File: src/rtl/debug_dump_tx.sv
// -----------------------------------------------------------------------------
// debug_dump_tx
//
// Streams a snapshot of a flat register file as a framed byte stream over a
// valid/ready handshake. A frame is:
//   0xA5 header, then every register 0..r-1 most-significant byte first,
//   then one checksum byte (XOR of all data bytes, header excluded).
// The register image is captured when Start is accepted in IDLE, so later
// changes on DebugData do not disturb a frame in flight.
//
// Parameters
//   l         register width in bits (multiple of 8)
//   a         register address width; register count r = 2**a
//
// Ports
//   Clk       clock, all state changes on the rising edge
//   Reset     synchronous active-high reset
//   DebugData flat register image, register i at [i*l +: l]
//   Start     dump request, honoured only in IDLE
//   OutByte   current stream byte (0x00 when idle)
//   OutValid  OutByte valid
//   InReady   downstream accepts OutByte this cycle
//   Busy      frame in progress
//   Done      one-cycle pulse the cycle after the checksum transfers
// -----------------------------------------------------------------------------
module debug_dump_tx #(
  parameter int l = 16,
  parameter int a = 3
) (
  input  logic                  Clk,
  input  logic                  Reset,
  input  logic [l*(2**a)-1:0]   DebugData,
  input  logic                  Start,
  output logic [7:0]            OutByte,
  output logic                  OutValid,
  input  logic                  InReady,
  output logic                  Busy,
  output logic                  Done
);

  localparam int R   = 2 ** a;
  localparam int BPR = l / 8;
  localparam int NB  = R * BPR;
  localparam int IW  = (NB > 1) ? $clog2(NB) : 1;

  localparam logic [IW-1:0] LAST_IDX = IW'(NB - 1);
  localparam logic [7:0]    HDR_BYTE = 8'hA5;

  localparam logic [1:0] S_IDLE     = 2'd0;
  localparam logic [1:0] S_HEADER   = 2'd1;
  localparam logic [1:0] S_DATA     = 2'd2;
  localparam logic [1:0] S_CHECKSUM = 2'd3;

  logic [1:0]      state_q, state_d;
  logic [IW-1:0]   idx_q, idx_d;
  logic [7:0]      csum_q, csum_d;
  logic            done_q, done_d;
  logic [l*R-1:0]  snap_q;

  logic [7:0]      data_bytes [NB];
  logic [7:0]      data_byte;
  logic            accept_start;

  // Byte k of the stream is byte (k % BPR) of register (k / BPR), counted
  // from the most-significant end; flatten that ordering once here so the
  // DATA state only needs a linear index.
  for (genvar gr = 0; gr < R; gr++) begin : g_reg
    for (genvar gb = 0; gb < BPR; gb++) begin : g_byte
      assign data_bytes[gr*BPR + gb] = snap_q[gr*l + l - 8 - 8*gb +: 8];
    end
  end

  assign data_byte    = data_bytes[idx_q];
  assign accept_start = (state_q == S_IDLE) && Start;

  // Next-state logic. Index and checksum only move on an actual transfer,
  // which in every non-idle state is simply InReady (OutValid is high).
  always_comb begin
    state_d = state_q;
    idx_d   = idx_q;
    csum_d  = csum_q;
    done_d  = 1'b0;
    case (state_q)
      S_IDLE: begin
        if (Start) begin
          state_d = S_HEADER;
          idx_d   = '0;
          csum_d  = '0;
        end
      end
      S_HEADER: begin
        if (InReady) begin
          state_d = S_DATA;
          idx_d   = '0;
        end
      end
      S_DATA: begin
        if (InReady) begin
          csum_d = csum_q ^ data_byte;
          if (idx_q == LAST_IDX) begin
            state_d = S_CHECKSUM;
          end else begin
            idx_d = idx_q + IW'(1);
          end
        end
      end
      S_CHECKSUM: begin
        if (InReady) begin
          state_d = S_IDLE;
          done_d  = 1'b1;
        end
      end
      default: begin
        state_d = S_IDLE;
      end
    endcase
  end

  always_ff @(posedge Clk) begin
    if (Reset) begin
      state_q <= S_IDLE;
      idx_q   <= '0;
      csum_q  <= '0;
      done_q  <= 1'b0;
    end else begin
      state_q <= state_d;
      idx_q   <= idx_d;
      csum_q  <= csum_d;
      done_q  <= done_d;
    end
  end

  // Snapshot carries no reset: it is always reloaded before being emitted.
  always_ff @(posedge Clk) begin
    if (!Reset && accept_start) begin
      snap_q <= DebugData;
    end
  end

  // Outputs decode straight from registered state, so they hold steady
  // for as long as the downstream stalls.
  always_comb begin
    OutByte = 8'h00;
    case (state_q)
      S_HEADER:   OutByte = HDR_BYTE;
      S_DATA:     OutByte = data_byte;
      S_CHECKSUM: OutByte = csum_q;
      default:    OutByte = 8'h00;
    endcase
  end

  assign OutValid = (state_q != S_IDLE);
  assign Busy     = (state_q != S_IDLE);
  assign Done     = done_q;

endmodule

File: config.mk
export PLATFORM = sky130hd
export DESIGN_NAME = debug_dump_tx
export DESIGN_NICKNAME = d
export VERILOG_FILES = /design/src/rtl/debug_dump_tx.sv
export SDC_FILE = /design/constraint.sdc
export NUM_CORES = 1
export LEC_CHECK = 0
export CAP_MARGIN = 20
export CORE_MARGIN = 3
export CORE_UTILIZATION = 48
export DETAILED_ROUTE_END_ITERATION = 7
export GPL_ROUTABILITY_DRIVEN = 0
export PLACE_DENSITY = 0.75
export SETUP_SLACK_MARGIN = 0.5
export SLEW_MARGIN = 40
export SYNTH_ARGS = -nofsm -noshare
export SYNTH_HDL_FRONTEND = slang
export SYNTH_SLANG_ARGS = --single-unit
export TNS_END_PERCENT = 10
File: constraint.sdc
create_clock -name Clk -period 10.15 [get_ports Clk]
set_input_delay 2.03 -clock Clk [delete_from_list [all_inputs] [get_ports Clk]]
set_output_delay 2.03 -clock Clk [all_outputs]
set_load 0.01 [all_outputs]
* Yosys cells after proc, flatten, opt, wreduce, memory -nomap -nowiden *
Index checks and enable logic that the tools add are counted.

storage, ports and cells
  register bits = 143
  latch bits = 0
  memory bits (writable) = 0
  bits in read-only memories = 0
  input bits = 132
  output and inout bits = 11
  word-level logic and storage cells = 50
  memories = 0

cells by class
  add/sub/neg operators = 1
  multipliers = 0
  div/mod/pow operators = 0
  $lt $le $gt $ge = 1
  equality and inequality tests = 10
  shift-type cells = 0
  mux-type cells = 19
  bitwise operators = 3
  reduce and logical (&&, ||, !) cells = 11

operators with widths
  operator                                                         count
  8-bit binary-select mux with 4-bit select                        1
  8-bit two-way mux                                                4
  8-bit case mux with 3 select lines                               1
  4-bit two-way mux                                                4
  8-bit case mux with 2 select lines                               1
  2-bit inequality test, second input constant                     6
  4-bit case mux with 3 select lines                               1
  2-bit two-way mux                                                5
  5-bit AND reduction                                              2
  2-bit case mux with 4 select lines                               1
  8-bit XOR                                                        1
  5-bit >= comparator, second input constant                       1
  4-bit inverter with 5-bit output                                 1
  4-bit by 1-bit adder with 4-bit output, second input constant    1
  2-bit == test, second input constant                             2
  4-bit == test, second input constant                             1
  2-bit nonzero test                                               2
  3-bit AND reduction                                              1
  3-bit nonzero test                                               1
  2-bit by 1-bit == test with 1-bit output, second input constant  1
  1-bit logical AND                                                2
  2-bit logical NOT                                                1
  2-bit OR reduction                                               1
  1-bit logical NOT                                                1
  2 further kinds                                                  2

* Logic depth before layout (Yosys ltp) *
  word-level depth = 7
  depth in mapped cells = 7
  mapped depth without buffers = 6

* Least setup slack after synthesis *
No wires, ideal clock.

  kind = input-to-reg
  start point = input port Reset
  end point = register snap_q[0], enable pin
  library setup time = 0.617 ns
  data arrival time = 7.557 ns
  required time = 9.533 ns
  slack = 1.976 ns
  cell stages on the path = 2
  path buffers = 1
  path through = clkbuf_1 > nor2_1

on the way
  longest elaborated chain between the ends = 2

ends and longest elaborated chain
  what                    RTL line  RTL
  start: declaration      31        input logic Reset,
  1-bit logical NOT       135       if (!Reset && accept_start) begin
  1-bit logical AND       135
  end signal: assignment  136       snap_q <= DebugData;
  end: declaration        58        logic [l*R-1:0] snap_q;

Every way passes these cells.
A chain may end at the register's enable or synchronous reset.

* Final worst setup path *
  start point = register idx_q[1]
  end point = output port OutByte[2]

on the way
  longest elaborated chain between the ends = 5

ends and longest elaborated chain
  what                                                    RTL line  RTL
  start: declaration                                      55        logic [IW-1:0] idx_q, idx_d;
  start signal: assignment                                127       idx_q <= idx_d;
  4-bit inverter with 5-bit output (implied by the code)  73        assign data_byte = data_bytes[idx_q];
  8-bit binary-select mux with 4-bit select               73
  8-bit two-way mux (implied by the code) (2 in a row)    73
  8-bit case mux with 3 select lines                      144       case (state_q)
  end: declaration                                        34        output logic [7:0] OutByte,

Every way passes these cells. The select of a mux whose other input is x is not followed.

==> metrics.md <==
| Metric | Value |
|---|---|
| CTS root buf | clkbuf_16 |
| GRT overflow | 0 |
| Via Count | between 3k and 4k |
| Arr. time, crit path | about 3200 ps |
| First-pass GRT wire length | around 19 mm |
| Largest net degree at the start of global routing | 77 |
| RSZ-0062 raised after global routing | no |
| Core Region | 0.0121 mm^2 |
| Initial Util | 49.4% |
| Final wirelength | roughly 12 mm |
| Synth Register Bits | ~140 |
| Synth unique cells | 37 |
| Max IR drop VDD | roughly 120 uV |
| # hold bufs at CTS | 0 |
| Fin. max-slew vios | 0 |
| Worst Reg-to-Reg Cells | 6 |
| FP Rows | 40 |
| CP max FO | 23 |
| Hold crit path type | flop to flop |
| Worst-path cell chain | buf_4, mux4_1, mux2_2, mux2i_1, o21ai_0, clkdlybuf4s50_1 |
| Hold_sp | csum_q[6]$_SDFFE_PP0P_ |
| Max-Cap Viols | 0 |
| CP startpoint kind | flop |
| Post-CTS Setup Inserts | 0 |
| # H-tree levels | 4 |
| ANT cells | 0 |
| Worst relative slew slack | 47.0% |
| Vias/cell | between 5 and 6 |
| Initial antenna violation count | 0 |
| Hold Fails Final Rpt | 0 |
| DRC | 0 |
| Pre-CTS WS | between 5000 and 6000 ps |
| Hold EP | csum_q[6]$_SDFFE_PP0P_ |
| Area of the multi-input gates | roughly 0.0017 mm^2 |
| Fmax achieved | 192 MHz |
| # clock sinks | about 140 |
| Clock slew at reported path FFs | approximately 50 ps |
| Layout cells sized above 1 | about 14% |
| Die height | 118 um |
| Worst-Skew Late Latency | slightly above 400 ps |
| # fillers | approximately 840 |
| CTS buffer count | 17 |
| Final setup viols | 0 |
| Static Leak | ~2.7 nW |
| Avg Cell Area, Syn | between 15 and 20 um^2 |
| DP Wirelength | about 8.7 mm |
| Sequential cell area | 0.00415 mm^2 |
| R2r setup slk | ~7500 ps |
| Setup TNS | 0 ps |
| Outcome | finished, final reports clean |
| Net count after synthesis | 458 |
| CP Capture Type | output pin |
| CTS tree | yes |
| Min Tclk post-route | roughly 5200 ps |
| Ports | roughly 140 |
| CP max stage cell | mux4_1 |
| Power per cell area | between 200 and 250 mW/mm^2 |
| GRT Total Usage | roughly 18% |
| Die area | 0.0138 mm^2 |
| Hold path depth | 2 |
| Worst clock skew | ~5.9 ps |
| Maximum root-to-sink buffer count | 2 |
| Port buffer count | approximately 140 |
| Iteration-0 DRC Markers | 201 |
| Cells after Synth | about 320 |
| Post-synthesis sequential area ratio | about 70% |
| Post-DR wirelength/cell | approximately 19 um |
| Worst-Margin Slew | 789 ps |
| Critical Path Source | idx_q[1]$_SDFFE_PP0P_ |
| Cts repair resizes | 0 |
| Setup CP Type | flop to output pin |
| Final ANT Viol Nets | 0 |
| Final WS setup | just under 5000 ps |
| Worst path max stage delay | 610 ps |
| CP required | 8120 ps |
| Reg2reg end | snap_q[51]$_DFFE_PP_ |
| Router iterations before antenna repair | 4 |
| Area of the mapped netlist | 0.00598 mm^2 |
| Fin crit share | about half |
| Vias in the first global route | 3630 |
| Synth Warn # | 0 |
| Die width | about 120 um |
| Final #Nets | between 600 and 700 |
| Area growth, synth to finish | 34.4% |
| Reg-to-Reg Start | state_q[1]$_SDFFE_PP0P_ |
-- report_power, final --
| part | internal (W) | total [W] | switching [W] |
|---|---|---|---|
| Combinational | 0.000169 | 0.000343 | 0.000173 |
| Sequential | 0.000749 | 0.000789 | 0.0000405 |
| Clock | 0.000305 | 0.000518 | 0.000212 |
-- Yosys cell counts --
cell type | number | share of area, %
a22oi_1 | 8 | 1.0
nor3b_1 | 1 | 0.13
nor2b_1 | 3 | 0.31
mux4_2 | 16 | 6.0
ha_1 | 7 | 1.5
clkbuf_1 | 4 | 0.25
a21bo_2 | 2 | 0.33
nand2_1 | 16 | 1.0
nor2_1 | 8 | 0.50
nor3_1 | 4 | 0.33
inv_1 | 4 | 0.25
and3_1 | 1 | 0.10
mux4_1 | 16 | 7.0
o221ai_1 | 1 | 0.15
nand3_1 | 2 | 0.17
buf_12 | 1 | 0.33
buf_4 | 1 | 0.13
and2b_1 | 3 | 0.38
mux2_2 | 16 | 3.0
or2b_1 | 2 | 0.25
o21ba_2 | 1 | 0.17
o21ai_0 | 8 | 0.67
dfxtp_1 | 15 | 5.0
clkbuf_8 | 1 | 0.23
a31oi_1 | 5 | 0.52
buf_6 | 3 | 0.57
nand4_1 | 1 | 0.10
a211oi_1 | 3 | 0.38
a21oi_1 | 3 | 0.25
edfxtp_1 | 128 | 64
nand2b_1 | 8 | 0.84
buf_2 | 6 | 0.50
a41oi_1 | 1 | 0.15
mux2i_1 | 14 | 2.3
nand4b_1 | 1 | 0.15
buf_1 | 1 | 0.063
o41ai_1 | 4 | 0.59
-- worst max-delay path by stage --
stage	to	cells after the start	slack, ps
4_1_cts	OutByte[2]	6	4910
3_5_place_dp	OutByte[2]	6	5360
3_3_place_gp	OutByte[5]	6	5380
6_report	OutByte[2]	6	4950
5_1_grt	OutByte[2]	6	4770
2_1_floorplan	snap_q[0]$_DFFE_PP_	2	1980
-- cell usage in the layout (no fill, tap or decap), types with 2 or more instances in the layout --
master,synthesis,final
clkdlybuf4s50_1,0,142
edfxtp_1,128,128
clkbuf_16,0,17
mux4_2,16,16
mux2_2,16,16
mux4_1,16,16
nand2_1,16,16
mux2i_1,14,14
dfxtp_1,15,12
o21ai_0,8,8
nand2b_1,8,8
a22oi_1,8,8
nor2_1,8,7
ha_1,7,7
a31oi_1,5,5
clkbuf_1,4,5
clkinv_2,0,5
inv_1,4,4
o41ai_1,4,4
clkinv_1,0,4
and2b_1,3,3
nor2b_1,3,3
nor3_1,4,3
a21oi_1,3,3
a211oi_1,3,3
buf_4,1,3
a21bo_2,2,2
nand3_1,2,2
or2b_1,2,2
dfxtp_2,0,2
-- metrics by stage --
step | util, % | instance area (um^2) | std cells | power, W | hold WS (ps)
2_1_floorplan | - | 5980 | 319 | 0.00101 | 446
3_3_place_gp | 62.1 | 7530 | 616 | 0.00113 | 454
3_5_place_dp | 62.3 | 7540 | 616 | 0.00114 | 470
4_1_cts | 66.3 | 8040 | 648 | 0.00166 | 478
5_1_grt | 66.3 | 8040 | 648 | 0.00173 | 503
6_report | 66.3 | 8040 | 648 | 0.00165 | 477
-- metal layers --
| metal | track usage, % | part of all wire (%) | vias to the layer above | routed length [um] |
|---|---|---|---|---|
| met1 | 22.8 | 42 | 1704 | 5080 |
| met3 | 4.71 | 4.2 | 18 | 515 |
| met5 | 0 | 0 | - | 0 |
| met4 | 8.28 | 1.9 | 0 | 229 |
| met2 | 30.1 | 52 | 105 | 6360 |
| li1 | - | - | 1603 | - |
-- critical path: cells and delay by family, from the launching register on --
family          cells  cell delay (ps)
flops               1              570
mux                 3             1060
buf+inv             2              980
compound gates      1              130
-- cells by family after synthesis --
| family | count (synthesis) | share of synthesized area [%] |
|---|---|---|
| compound gates | 36 | 4.21 |
| fa+ha+maj | 7 | 1.46 |
| buf+inv | 21 | 2.32 |
| flops | 143 | 69.3 |
| mux | 62 | 18.4 |
| simple gates | 50 | 4.27 |
-- cell type report --
| class | count | area share [%] |
|---|---|---|
| clock buffers | 22 | 5.53 |
| clock inverters | 10 | 0.592 |
| inverters | 4 | 0.187 |
| multi-input cells | 155 | 21.3 |
| flip-flops and latches | 143 | 51.7 |
| well taps | 168 | 2.62 |
| repair buffers | 146 | 18.1 |
-- sequential cells by signal, summed over array words and instances, names as in the netlist --
signal	flops
snap_q	128
csum_q	8
idx_q	4
state_q	2
Done	1
(Power assumes the default switching activity.)
